--- src/rtl/bk_sub_pipe.sv ---
// bk_sub_pipe - two-stage pipelined 12-bit Brent-Kung subtractor.
//
// Recovers the unknown operand of the team's 12-bit Brent-Kung adder from
// its 13-bit sum and the known addend: DIFF = SUM - ADDEND (low 12 bits).
// The subtraction is SUM + ~{1'b0,ADDEND} + 1 at 13 bits, with the carry-in
// folded into bit 0 of the prefix tree.
//
// Stage 1 registers the per-bit propagate vector and the up-sweep groups
// (spans 2, 4, 8). Stage 2 finishes the down-sweep, forms DIFF and
// registers it as the output.
//
// Optional feature: define BK_SUB_RANGE_CHECK_EN to add the ERR output
// (borrow, or a difference larger than 4095). Without it the ERR port, the
// bit-12 / carry-out logic and the extra stage registers do not exist.
//
// Ports:
//   clk        in   rising-edge clock
//   rst_n      in   synchronous active-low reset
//   in_valid   in   SUM/ADDEND valid
//   in_ready   out  block accepts an input this cycle
//   SUM        in   13-bit minuend (adder OUTS[12:0])
//   ADDEND     in   12-bit subtrahend
//   out_valid  out  DIFF/ERR valid
//   out_ready  in   downstream accepts the output this cycle
//   DIFF       out  low 12 bits of SUM - ADDEND
//   ERR        out  result out of range (BK_SUB_RANGE_CHECK_EN only)
//
// Handshake: a transfer happens on a rising edge where valid & ready are
// both high; valid never depends on ready, and once out_valid is high it
// stays high with DIFF/ERR constant until out_ready accepts it.
// in_ready depends on out_ready and pipeline state only, never on in_valid.

module bk_sub_pipe #(
  parameter int WIDTH = 12
) (
  input  logic             clk,
  input  logic             rst_n,
  input  logic             in_valid,
  output logic             in_ready,
  input  logic [WIDTH:0]   SUM,
  input  logic [WIDTH-1:0] ADDEND,
  output logic             out_valid,
  input  logic             out_ready,
  output logic [WIDTH-1:0] DIFF
`ifdef BK_SUB_RANGE_CHECK_EN
  ,
  output logic             ERR
`endif
);

  // PW: bits of the propagate vector kept; GW: bits of the prefix tree kept.
  // DIFF alone needs carries into bits 0..11, i.e. prefixes 0..10.
`ifdef BK_SUB_RANGE_CHECK_EN
  localparam int PW = 13;
  localparam int GW = 13;
`else
  localparam int PW = 12;
  localparam int GW = 11;
`endif

  // ---------------------------------------------------------------------
  // Handshake
  // ---------------------------------------------------------------------
  logic s1_valid_q, s1_valid_d;
  logic s2_valid_q, s2_valid_d;
  logic s2_load;
  logic in_fire;

  // S2 can take new data when empty or when its result leaves this cycle.
  assign s2_load   = ~s2_valid_q | out_ready;
  assign in_ready  = rst_n & (~s1_valid_q | s2_load);
  assign in_fire   = in_valid & in_ready;
  assign out_valid = s2_valid_q;

  assign s1_valid_d = in_fire | (s1_valid_q & ~s2_load);
  assign s2_valid_d = s2_load ? s1_valid_q : s2_valid_q;

  // ---------------------------------------------------------------------
  // Stage 1: generate/propagate and Brent-Kung up-sweep
  // ---------------------------------------------------------------------
  logic [PW-1:0] s_in;
  logic [PW-1:0] a_n;
  logic [PW-1:0] p_raw;
  logic [GW-1:0] g_raw;

`ifdef BK_SUB_RANGE_CHECK_EN
  assign s_in = SUM;
  assign a_n  = ~{1'b0, ADDEND};
`else
  // SUM[12] cannot influence the low 12 bits of the difference.
  logic unused_sum_msb;
  assign unused_sum_msb = SUM[12];
  assign s_in = SUM[11:0];
  assign a_n  = ~ADDEND;
`endif

  assign p_raw = s_in ^ a_n;
  assign g_raw = s_in[GW-1:0] & a_n[GW-1:0];

  logic g0m, g1f;
  logic g32, p32, g54, p54, g76, p76, g98, p98;
  logic g3f, g74, p74, g7f;
  logic [GW-1:0] gx_d;
`ifdef BK_SUB_RANGE_CHECK_EN
  logic g1110, p1110, g118, p118;
`endif

  always_comb begin
    // Carry-in of 1 folded into bit 0: G[0:-1] = g0 | p0.
    g0m = g_raw[0] | p_raw[0];
    // Span 2.
    g1f = g_raw[1] | (p_raw[1] & g0m);
    g32 = g_raw[3] | (p_raw[3] & g_raw[2]);
    p32 = p_raw[3] & p_raw[2];
    g54 = g_raw[5] | (p_raw[5] & g_raw[4]);
    p54 = p_raw[5] & p_raw[4];
    g76 = g_raw[7] | (p_raw[7] & g_raw[6]);
    p76 = p_raw[7] & p_raw[6];
    g98 = g_raw[9] | (p_raw[9] & g_raw[8]);
    p98 = p_raw[9] & p_raw[8];
    // Span 4.
    g3f = g32 | (p32 & g1f);
    g74 = g76 | (p76 & g54);
    p74 = p76 & p54;
    // Span 8.
    g7f = g74 | (p74 & g3f);

    // In-place tree: odd positions hold group G, even positions raw g.
    gx_d    = g_raw;
    gx_d[0] = g0m;
    gx_d[1] = g1f;
    gx_d[3] = g3f;
    gx_d[5] = g54;
    gx_d[7] = g7f;
    gx_d[9] = g98;
`ifdef BK_SUB_RANGE_CHECK_EN
    g1110    = g_raw[11] | (p_raw[11] & g_raw[10]);
    p1110    = p_raw[11] & p_raw[10];
    g118     = g1110 | (p1110 & g98);
    p118     = p1110 & p98;
    gx_d[11] = g118;
`endif
  end

  logic [PW-1:0] p1_q;
  logic [GW-1:0] gx1_q;
  logic          pg5_q, pg9_q;
`ifdef BK_SUB_RANGE_CHECK_EN
  logic          pg11_q;
`endif

  // ---------------------------------------------------------------------
  // Stage 2: Brent-Kung down-sweep and difference bits
  // ---------------------------------------------------------------------
  logic [GW-1:0]    pref;   // pref[i] = carry out of bit i
  logic [PW-1:0]    c_vec;  // carry into each bit
  logic [PW-1:0]    d_full;
  logic [WIDTH-1:0] diff_d;

  always_comb begin
    pref[0]  = gx1_q[0];
    pref[1]  = gx1_q[1];
    pref[3]  = gx1_q[3];
    pref[7]  = gx1_q[7];
    // Span 2 down-sweep from completed prefixes 3 and 7.
    pref[5]  = gx1_q[5] | (pg5_q & pref[3]);
    pref[9]  = gx1_q[9] | (pg9_q & pref[7]);
    // Span 1: each even bit joins the completed prefix below it.
    pref[2]  = gx1_q[2]  | (p1_q[2]  & pref[1]);
    pref[4]  = gx1_q[4]  | (p1_q[4]  & pref[3]);
    pref[6]  = gx1_q[6]  | (p1_q[6]  & pref[5]);
    pref[8]  = gx1_q[8]  | (p1_q[8]  & pref[7]);
    pref[10] = gx1_q[10] | (p1_q[10] & pref[9]);
`ifdef BK_SUB_RANGE_CHECK_EN
    // Span 4 down-sweep, then bit 12 for the carry-out.
    pref[11] = gx1_q[11] | (pg11_q & pref[7]);
    pref[12] = gx1_q[12] | (p1_q[12] & pref[11]);
`endif
    c_vec  = {pref[PW-2:0], 1'b1};
    d_full = p1_q ^ c_vec;
    diff_d = d_full[WIDTH-1:0];
  end

  logic [WIDTH-1:0] diff_q;
  assign DIFF = diff_q;

`ifdef BK_SUB_RANGE_CHECK_EN
  logic err_q, err_d;
  // No carry-out means a borrow; bit 12 set means the result exceeds 4095.
  assign err_d = ~pref[12] | d_full[12];
  assign ERR   = err_q;
`endif

  // ---------------------------------------------------------------------
  // Registers. Data registers only change on a load, so a stalled S2
  // holds DIFF/ERR. Only valids and the outputs need a reset value.
  // ---------------------------------------------------------------------
  always_ff @(posedge clk) begin
    if (!rst_n) begin
      s1_valid_q <= 1'b0;
      s2_valid_q <= 1'b0;
      diff_q     <= '0;
`ifdef BK_SUB_RANGE_CHECK_EN
      err_q      <= 1'b0;
`endif
    end else begin
      s1_valid_q <= s1_valid_d;
      s2_valid_q <= s2_valid_d;
      if (s2_load && s1_valid_q) begin
        diff_q <= diff_d;
`ifdef BK_SUB_RANGE_CHECK_EN
        err_q  <= err_d;
`endif
      end
    end
  end

  always_ff @(posedge clk) begin
    if (in_fire) begin
      p1_q   <= p_raw;
      gx1_q  <= gx_d;
      pg5_q  <= p54;
      pg9_q  <= p98;
`ifdef BK_SUB_RANGE_CHECK_EN
      pg11_q <= p118;
`endif
    end
  end

endmodule

--- config.mk ---
export PLATFORM = sky130hd
export DESIGN_NAME = bk_sub_pipe
export DESIGN_NICKNAME = d
export VERILOG_FILES = /design/src/rtl/bk_sub_pipe.sv
export SDC_FILE = /design/constraint.sdc
export NUM_CORES = 1
export LEC_CHECK = 0
export ABC_CLOCK_PERIOD_IN_PS = 2300
export CORE_MARGIN = 2
export CORE_UTILIZATION = 46
export DETAILED_ROUTE_END_ITERATION = 8
export PLACE_DENSITY = 0.74
export RECOVER_POWER = 25
export SLEW_MARGIN = 20
export SYNTH_ARGS = -nofsm -noshare
export SYNTH_HDL_FRONTEND = slang
export SYNTH_SLANG_ARGS = --single-unit
--- constraint.sdc ---
create_clock -name clk -period 2.3 [get_ports clk]
set_input_delay 0.69 -clock clk [delete_from_list [all_inputs] [get_ports clk]]
set_output_delay 0.69 -clock clk [all_outputs]
set_load 0.005 [all_outputs]
==> results of run 1 <==
[report_power, final]
part           total [W]  internal, W  switching, W
clock network   0.000461     0.000240      0.000221
registers       0.000807     0.000791     0.0000163
logic           0.000194     0.000115     0.0000795
[critical path: cells and delay by family]
| kind | cells | cell delay, ns |
|---|---|---|
| AO/OA/AOI/OAI | 1 | 0.17 |
| buffers and inverters | 2 | 0.69 |
[registers in the layout, indices dropped and copies added, names as in the netlist]
name,flops
s1_valid_q,1
DIFF,12
pg9_q,1
pg5_q,1
p1_q,12
gx1_q,11
out_valid,1
[timing repair]
action,4_1_cts,5_1_grt
gates resized for setup,4,1
setup buffers,0,0
pin swaps,0,0
setup endpoints to repair,1,1
[cells in the final DEF, fill, tap and decap left out]
cell,n
a21boi_0,3
a21boi_1,8
a21boi_2,1
a21o_1,5
a21oi_1,3
and2_1,4
buf_12,1
buf_4,1
clkbuf_1,2
clkbuf_8,6
clkdlybuf4s15_1,1
clkdlybuf4s50_1,28
clkinv_1,1
dfxtp_1,14
dlygate4sd2_1,1
dlygate4sd3_1,11
edfxtp_1,25
ha_1,16
inv_1,13
nand2_1,22
nand2b_1,1
nand3_1,2
nor2_1,5
nor2b_1,1
nor2b_4,2
o211a_1,2
o211ai_1,1
o21a_1,1
xnor2_1,7
[layer usage]
layer | track usage [%] | part of all wire (%) | up-vias
li1 | - | - | 567
met1 | 16.7 | 38 | 521
met2 | 29.8 | 55 | 29
met3 | 4.62 | 4.5 | 5
met4 | 6.25 | 1.8 | 0
met5 | 0 | 0 | -
[path summary, 6_finish.rpt]
path / from / endpoint / slack, ns
max: rst_n / in_ready / 0.06
min: DIFF[2] / DIFF[2] / 0.46
max reg2reg: gx1_q[3] / DIFF[7] / 0.94
min reg2reg: DIFF[2] / DIFF[2] / 0.46
[cell type report]
type	instances	area (um2)
Clock buffer	7	86.3
Clock inverter	1	3.75
Fill cell	324	1340
Inverter	13	48.8
Multi-Input combinational cell	84	619
Sequential cell	39	1030
Tap cell	48	60.1
Timing Repair Buffer	44	440
[cell families (layout without fill, tap and decap cells)]
kind of cell    after synthesis  after routing
simple gates                 37             37
compound gates               24             24
buf+inv                      16             65
flops                        39             39
xor+xnor                      7              7
fa+ha+maj                    16             16
[metrics by stage]
stage	hold slack, ns	area (um2)	TNS (ns)	util, %
after floorplan	0.447	1720	0	-
after global placement	0.441	2200	-0.441	60.6
after detailed placement	0.449	2200	-0.473	60.6
after CTS	0.459	2290	0	63.1
after global routing	0.477	2290	0	63.0
final	0.456	2290	0	63.0
==> flow_summary.json, run 1 <==
{
  "ys_seq_area_share_pct": 60.0,
  "final.setup_skew_ns": 0.00458,
  "syn_to_final_growth_pct": 33.3,
  "yosys.area_share.simple_pct": 10.3,
  "die_h_um": 65.1,
  "dp_worst_setup_slack_ns": -0.413,
  "synth_top_area_cell": "edfxtp_1",
  "globalplace.congestion": 0.695,
  "max_freq_mhz": 447,
  "syn_area_mm2": 0.00172,
  "via_per_inst": 4.75,
  "grt_pass1_vias": 1202,
  "synth-compound-area-share_pct": 10.3,
  "initial_core_util_pct": 47.3,
  "ys_ff_latch": 39,
  "synthesis.instances": 139,
  "drt_pre_antenna_iters": 4,
  "synth_nets": 184,
  "synth.most_common_cell": "edfxtp_1",
  "final_cells": 236,
  "clock-sinks": 39,
  "clk_pin_slew_ns": 0.07,
  "min_path_type": "flop to flop",
  "io_pins": 43,
  "whs_path_depth": 2,
  "slowest_stage": "clkdlybuf4s50_1",
  "rows": 22,
  "hold_viol": 0,
  "setup_viol": 0,
  "ir_drop_mv": 0.394,
  "grt_overflow_total": 0,
  "ys_warn_count": 0,
  "drive_above_1_share_pct": 5.85,
  "num_vias": 1122,
  "slew_headroom_pct": 67.4,
  "synthMuxAreaShare_pct": 0,
  "drt_wl_total_mm": 2.91,
  "grt_max_degree": 26,
  "synth_area_leaders": "edfxtp_1 44%, dfxtp_1 16%, ha_1 12%, nand2_1 4.8%, xnor2_1 3.6%",
  "core_mm2": 0.00363,
  "grt_pass1_wl_mm": 5.03,
  "fin_nets": 232,
  "slowest_delay_ns": 0.48,
  "cts_buffers": 5,
  "clk_latency_ns": 0.29,
  "n_antenna_cell": 0,
  "worstPathRequired_ns": 1.61,
  "syn_avg_cell_area_um2": 12.4,
  "postSynth.asyncResetShare_pct": 0,
  "dieArea_mm2": 0.00424,
  "power_density_mw_per_mm2": 639,
  "io_buffers": 41,
  "ys.flop_type": "edfxtp_1",
  "dp_hpwl_mm": 2.26,
  "r2r_cells": 6,
  "clock-root-buffer": "clkbuf_8",
  "wire_per_inst_um": 12.3,
  "min_period_ns": 2.24,
  "worst_pin_slew_ns": 0.489,
  "cp_max_fo": 2,
  "die_w_um": 65.1,
  "arrival_ns": 1.55,
  "critical_path_class": "input pin to output port",
  "cts_tree": "done",
  "yosysUniqueCellTypes": 22,
  "cap_violations": 0,
  "synth_top_area_share_pct": 43.7,
  "clk_path_buf_depth": 2,
  "synthAdderAreaFrac_pct": 11.7,
  "rsz0062_at_grt": "no",
  "cts_htree_levels": 2,
  "status": "completed",
  "slew_violations": 0,
  "fin_crit_sh_pct": 97.2,
  "fin_ws_ns": 0.0636,
  "power_leakage_nw": 0.942,
  "cp-start-kind": "input pin",
  "total_power_w": 0.00146,
  "drc_errors": 0,
  "synth_edf_count": 25,
  "grtUsageTotal_pct": 15.9,
  "path_cells": "clkdlybuf4s50_1, a21boi_2, clkdlybuf4s15_1",
  "synth_common_cells": "25 x edfxtp_1, 22 x nand2_1, 16 x ha_1",
  "antenna_found_initial": 0,
  "drt_iter0_markers": 41,
  "synthXorXnorAreaFrac_pct": 3.57,
  "holdBufCountCts": 0,
  "antenna_left": 0,
  "worstSetupEndpointType": "output port",
  "synth_top_family_by_area": "adder cells",
  "post-place-cells": 228
}
Note: power is estimated with default switching activity, not from simulation.
==> inputs of run 2 (changes only) <==
--- a/config.mk
+++ b/config.mk
@@ -5,7 +5,6 @@
 export SDC_FILE = /design/constraint.sdc
 export NUM_CORES = 1
 export LEC_CHECK = 0
-export ABC_CLOCK_PERIOD_IN_PS = 2300
 export CORE_MARGIN = 2
 export CORE_UTILIZATION = 46
 export DETAILED_ROUTE_END_ITERATION = 8
==> results of run 2 <==
Same layout as run 1: the final DEF is identical, and so are final timing and power.
==> inputs of run 3 (changes only) <==
--- a/config.mk
+++ b/config.mk
@@ -10,7 +10,7 @@
 export DETAILED_ROUTE_END_ITERATION = 8
 export PLACE_DENSITY = 0.74
 export RECOVER_POWER = 25
-export SLEW_MARGIN = 20
+export SLEW_MARGIN = 0
 export SYNTH_ARGS = -nofsm -noshare
 export SYNTH_HDL_FRONTEND = slang
 export SYNTH_SLANG_ARGS = --single-unit
==> results of run 3 <==
Same layout as run 1: the final DEF is identical, and so are final timing and power.
